`src/rtl/ws_acc_drain.sv`:
```
// Carry-save accumulator drain: holds the (sum, carry) feedback pair, resolves it on the
// last beat through a split carry-propagate adder and queues results. Optional: WS_ACC_FLUSH_EN.
module ws_acc_drain #(
    parameter int WIDTH     = 32,
    parameter int SPLIT     = 16,
    parameter int OUT_DEPTH = 2
) (
    input  logic             clk,
    input  logic             rst,
`ifdef WS_ACC_FLUSH_EN
    input  logic             acc_flush,
`endif
    input  logic             in_valid,
    input  logic             in_last,
    input  logic [WIDTH-1:0] in_s,
    input  logic [WIDTH-1:0] in_c,
    output logic             in_ready,
    output logic [WIDTH-1:0] s_fb,
    output logic [WIDTH-1:0] c_fb,
    output logic             out_valid,
    output logic [WIDTH-1:0] out_data,
    input  logic             out_ready
);

    localparam int HW = WIDTH - SPLIT;
    localparam int PW = $clog2(OUT_DEPTH);
    localparam int CW = $clog2(OUT_DEPTH + 1);

    logic             flush;
    logic             accept;
    logic             take_last;
    logic [SPLIT:0]   low_sum;

    logic             st1_valid;
    logic [SPLIT-1:0] st1_low;
    logic             st1_carry;
    logic [HW-1:0]    st1_s_hi;
    logic [HW-1:0]    st1_c_hi;

    logic [HW-1:0]    high;
    logic             push;
    logic             pop;
    logic [WIDTH-1:0] push_data;

    logic [WIDTH-1:0] mem [OUT_DEPTH];
    logic [PW-1:0]    wr_ptr;
    logic [PW-1:0]    rd_ptr;
    logic [CW-1:0]    count;
    logic [CW-1:0]    count_next;

`ifdef WS_ACC_FLUSH_EN
    assign flush = acc_flush;
`else
    assign flush = 1'b0;
`endif

    assign accept    = in_valid && in_ready;
    assign take_last = accept && in_last && !flush;
    assign low_sum   = {1'b0, in_s[SPLIT-1:0]} + {1'b0, in_c[SPLIT-1:0]};

    function automatic logic [PW-1:0] ptr_inc(input logic [PW-1:0] p);
        return (p == PW'(OUT_DEPTH - 1)) ? '0 : p + PW'(1);
    endfunction

    // Feedback pair: a flush or a last beat clears it so the next dot product starts at zero.
    always_ff @(posedge clk or posedge rst) begin
        if (rst) begin
            s_fb <= '0;
            c_fb <= '0;
        end else if (flush || take_last) begin
            s_fb <= '0;
            c_fb <= '0;
        end else if (accept) begin
            s_fb <= in_s;
            c_fb <= in_c;
        end
    end

    always_ff @(posedge clk or posedge rst) begin
        if (rst) begin
            st1_valid <= 1'b0;
            st1_low   <= '0;
            st1_carry <= 1'b0;
            st1_s_hi  <= '0;
            st1_c_hi  <= '0;
        end else begin
            st1_valid <= take_last;
            if (take_last) begin
                st1_low   <= low_sum[SPLIT-1:0];
                st1_carry <= low_sum[SPLIT];
                st1_s_hi  <= in_s[WIDTH-1:SPLIT];
                st1_c_hi  <= in_c[WIDTH-1:SPLIT];
            end
        end
    end

    // Second adder half resolves directly into the FIFO write port.
    assign high      = st1_s_hi + st1_c_hi + HW'(st1_carry);
    assign push_data = {high, st1_low};
    assign push      = st1_valid;
    assign pop       = (count != '0) && out_ready;

    always_comb begin
        count_next = count;
        if (push && !pop) begin
            count_next = count + CW'(1);
        end else if (!push && pop) begin
            count_next = count - CW'(1);
        end
    end

    always_ff @(posedge clk or posedge rst) begin
        if (rst) begin
            for (int i = 0; i < OUT_DEPTH; i++) begin
                mem[i] <= '0;
            end
            wr_ptr <= '0;
            rd_ptr <= '0;
            count  <= '0;
        end else begin
            if (push) begin
                mem[wr_ptr] <= push_data;
                wr_ptr      <= ptr_inc(wr_ptr);
            end
            if (pop) begin
                rd_ptr <= ptr_inc(rd_ptr);
            end
            count <= count_next;
        end
    end

    // Credits cover queued results plus the one in the adder; a pop only helps next cycle.
    always_ff @(posedge clk or posedge rst) begin
        if (rst) begin
            in_ready <= 1'b1;
        end else begin
            in_ready <= (int'(count_next) + int'(take_last)) < OUT_DEPTH;
        end
    end

    assign out_valid = (count != '0);
    assign out_data  = mem[rd_ptr];

endmodule
```
`config.mk`:
```
export PLATFORM = sky130hd
export DESIGN_NAME = ws_acc_drain
export DESIGN_NICKNAME = d
export VERILOG_FILES = /design/src/rtl/ws_acc_drain.sv
export SDC_FILE = /design/constraint.sdc
export NUM_CORES = 1
export LEC_CHECK = 0
export BUFFER_PORTS_ARGS = -buffer_cell sky130_fd_sc_hd__buf_2
export CORE_AREA = 2 2 129 181
export DETAILED_ROUTE_END_ITERATION = 10
export DIE_AREA = 0 0 131 183
export PLACE_DENSITY_LB_ADDON = 0.15
export SLEW_MARGIN = 25
export SYNTH_ARGS = -nofsm -noshare
export SYNTH_HDL_FRONTEND = slang
export SYNTH_SLANG_ARGS = --single-unit
```
`constraint.sdc`:
```
create_clock -name clk -period 7 [get_ports clk]
set_clock_uncertainty 0.2 [all_clocks]
set_input_delay 2.1 -clock clk [delete_from_list [all_inputs] [get_ports clk]]
set_output_delay 2.1 -clock clk [all_outputs]
set_load 0.03 [all_outputs]
```
[Word level (Yosys, flattened, before mapping)]
Cells that the tools add are included.
W data, S select, Z words.
Storage, ports and cells
  flip-flop bits (word level): 183
  latch bits: 0
  RAM bits: 0
  bits in read-only memories: 0
  output and inout bits: 98
  memories kept: 0
Operators by class
  add/sub/neg operators: 8
  multiply operators: 0
  div/mod/pow operators: 0
  order comparisons: 4
  eq/ne operators: 0
  shift operators: 0
  muxes and demuxes: 14
  bitwise operators: 2
  reductions and logical operators: 10
Operators with widths (number)
  $mux W32: 8
  $bwmux W64: 1
  $demux W32 S1: 1
  $add A16 B16 Y17: 1
  $add A16 B1 Y16: 1
  $add A16 B16 Y16: 1
  $logic_and A1 B1 Y1: 6
  $ge A2 B2 Y1 const B: 2
  $mux W2: 2
  $not A1 Y2: 2
  $reduce_bool A2 Y1: 2
  $add A2 B1 Y3: 1
  $lt A3 B2 Y1 const B: 1
  $add A1 B1 Y1 const B: 2
  $add A2 B1 Y2 const B: 1
  $logic_not A1 Y1: 2
  $lt A2 B1 Y1 const B: 1
  $mux W1: 2
  $sub A2 B1 Y2 const B: 1

[Longest topological paths before layout]
  depth after elaboration: 7
  depth in mapped cells: 10
  mapped depth without buffers: 10

[Least setup slack after synthesis]
Ideal clock, no wire load.
  path type: input to register
  from: in in_s[0]
  to: reg st1_carry
  data arrival time: 3.802 ns
  slack: 2.861 ns
  stages on the path: 9
  buffers on the path: 0
  cell sequence: ha_1 fa_1 a21o_1 a21oi_1 o21ai_0 nand3_1 a31oi_1 a221oi_1 a21oi_1
On the way
  cells in the longest elaborated chain, start to end: 1
RTL lines
  start: declaration: RTL line 15  | input logic [WIDTH-1:0] in_s,
  $add A16 B16 Y17: RTL line 59  | assign low_sum = {1'b0, in_s[SPLIT-1:0]} + {1'b0, in_c[SPLIT-1:0]};
  end signal: assignment: RTL line 90  | st1_carry <= low_sum[SPLIT];
  end: declaration: RTL line 36  | logic st1_carry;
No other way between the ends.
A chain may end at the register's enable or synchronous reset.

[Worst setup path after layout]
  from: reg rd_ptr
  to: out out_data[15]
On the way
  cells in the longest elaborated chain, start to end: 4
RTL lines
  start: declaration: RTL line 47  | logic [PW-1:0] rd_ptr;
  start signal: assignment: RTL line 126  | rd_ptr <= ptr_inc(rd_ptr);
  $not A1 Y2 (implied by the code): RTL line 142  | assign out_data = mem[rd_ptr];
  $mux W32 (implied by the code) (3 in a row): RTL line 142
  end: declaration: RTL line 21  | output logic [WIDTH-1:0] out_data,
No other way between the ends. The select of a mux whose other input is x is not followed.

==> impl_metrics.json <==
{
  "status": "finished clean",
  "min-delay-start": "c_fb[0]",
  "r2r_start": "st1_carry",
  "initial_utilization_pct": 39.40,
  "cp.arrival_ns": 2.29,
  "syn-num-nets": 993,
  "grt_pass1_wl_mm": 35.37,
  "io_pins": 167,
  "dieArea_um2": 23970,
  "peakVddDrop_uv": 191.9,
  "required_ns": 4.70,
  "grt_pass1_vias": 6761,
  "layout_common_cells": "nand2_1, dfrtp_1, buf_2",
  "grt_max_degree": 184,
  "synth_enable_flop_cells": 0,
  "synth_ff_type": "dfrtp_1",
  "cp_max_fo": 18,
  "ys_seq_area_share_pct": 51.99,
  "cts_hold_buf": 0,
  "antenna_found_initial": 0,
  "finalMaxSlewViolations": 0,
  "port_buffers": 166,
  "tns_ns": 0,
  "wl_mm": 21.79,
  "finalSetupViolCount": 0,
  "startpoint": "rd_ptr",
  "p_per_area_nw_per_um2": 495.4,
  "ff2ff_path_depth": 8,
  "cts.sink_count": 183,
  "slew_headroom_pct": 45.10,
  "worstHoldPathType": "reg2reg",
  "die-width_um": 131,
  "yosysWarnings": 0,
  "layout_commonest_cell": "nand2_1",
  "maxCapViolations": 0,
  "fin_nets": 1138,
  "n_antenna_cell": 0,
  "drt-pass1-iter-count": 6,
  "rsz0062_at_grt": "no",
  "drc": 0,
  "endpoint_kind": "output port",
  "ant_nets": 0,
  "clock_path_buffers": 2,
  "async_reset_ff_share_pct": 100.0,
  "core_area_um2": 22370,
  "tightestPinTransition_ns": 0.8235,
  "htree_levels": 4,
  "p_leak_uw": 0.005252,
  "r2r_slack_ns": 4.23,
  "hold_viol": 0,
  "cts_resized": 0,
  "hold_path_depth": 2,
  "syn_avg_cell_area_um2": 9.900,
  "post-route-period-util_pct": 65.64,
  "drt_iter0_markers": 263,
  "hold_slack_ns": 0.2739,
  "clock_latency_ns": 0.44,
  "max_freq_mhz": 217.6,
  "syn_area_um2": 8811,
  "wl_per_cell_um": 16.15,
  "cts.root.buffer_cell": "clkbuf_16",
  "dp_hpwl_mm": 14.97,
  "vias": 6580,
  "cts_buffers": 17,
  "ys_ff_latch": 183,
  "viasPerCell": 4.878,
  "gp_congestion": 0.8073,
  "postCtsSetupRepairBufs": 0,
  "die_y_um": 183,
  "overflow": 0,
  "area_growth_pct": 19.80,
  "gr-usage-all-layers_pct": 19.18,
  "critical_path_class": "reg2out",
  "start_kind": "flop",
  "post_route_cells_drive_above_1_share_pct": 27.48,
  "synthDistinctLibCells": 50,
  "path_clk_slew_ns": 0.07,
  "rows": 65,
  "tritoncts": "yes",
  "period_needed_ns": 4.595,
  "synthCells": 890
}
## final timing paths
| path | to |
|---|---|
| min in group asynchronous | wr_ptr |
| worst min-delay path | c_fb[0] |
| worst min register to register | c_fb[0] |
| worst max-delay path | out_data[15] |
| worst max register to register | mem[61] |
| max in group asynchronous | st1_c_hi[8] |
## flip-flops by register name, summed over array words and instances (netlist names)
register   count
c_fb          32
count          2
in_ready       1
mem           64
push           1
rd_ptr         1
s_fb          32
st1_c_hi      16
st1_carry      1
st1_low       16
st1_s_hi      16
wr_ptr         1
## cells in the mapped netlist (2+ instances only)
library cell / n / area, um^2
nor2b_1: 2 / 12.51
ha_1: 31 / 387.9
xor2_1: 12 / 105.1
mux2_2: 66 / 743.2
buf_1: 5 / 18.77
o21a_1: 5 / 37.54
nor3_1: 5 / 25.02
o21bai_1: 3 / 22.52
a211oi_1: 2 / 15.01
fa_1: 3 / 60.06
nand3_1: 6 / 30.03
nand2_1: 223 / 837.1
o21ai_1: 9 / 45.04
or4_1: 2 / 15.01
xnor2_1: 16 / 140.1
a21boi_1: 2 / 15.01
nand2b_1: 68 / 425.4
a21oi_1: 23 / 115.1
a221oi_1: 3 / 26.28
inv_1: 14 / 52.55
a21o_1: 10 / 75.07
o31ai_1: 2 / 15.01
dfrtp_1: 182 / 4554
o21ai_0: 113 / 565.5
nand4_1: 2 / 12.51
nor2_1: 14 / 52.55
clkbuf_1: 43 / 161.4
and3_1: 2 / 12.51
## cell families (layout without fill, tap and decap cells)
group / count (synthesis) / count (layout) / share of synthesized area (%)
and+or+nand+nor: 331 / 331 / 16.87
AOI/OAI and AO/OA: 186 / 186 / 12.20
DFF: 183 / 183 / 51.99
muxes: 66 / 66 / 8.435
buffers and inverters: 62 / 220 / 2.641
adders and majority gates: 34 / 34 / 5.084
xor gates and xnor gates: 28 / 28 / 2.783
## metal layers
metal  track usage (%)  wire length (um)  vias up
li1                  -                 -     3273
met2             33.12             11250      119
met1             23.55              9304     3168
met5                 0                 0        -
met3             4.697               950       20
met4             5.660               278        0
## worst max-delay path: stages, from the launching register on
cell	delay [ns]
dfrtp_1	0.84
buf_4	0.41
mux2_2	0.40
buf_2	0.18
## power by group
part           leakage [uW]  switching [uW]  internal, uW
combinational       0.00264            1550           871
sequential          0.00232             289          1530
clock              0.000287             439           549
## through the flow
stage	instance area [um^2]	setup WS (ns)	std cells	power (uW)	util (%)
6_report	10560	2.405	1349	5229	47.19
5_1_grt	10560	2.329	1349	5623	47.19
4_1_cts	10530	2.348	1348	5301	47.07
3_5_place_dp	9930	2.416	1316	4292	44.40
3_3_place_gp	9925	2.427	1316	4259	44.37
2_1_floorplan	8815	2.350	890	3575	-
## area by class of cell
type,instances,area (um^2)
inverters,14,56.30
clock inverters,13,145.1
fillers,2156,11810
well taps,301,376.6
flip-flops and latches,183,4581
clock buffers,19,452.9
repair buffers,174,923.4
multi-input cells,645,4020
Power figures use the tool's default switching activity.
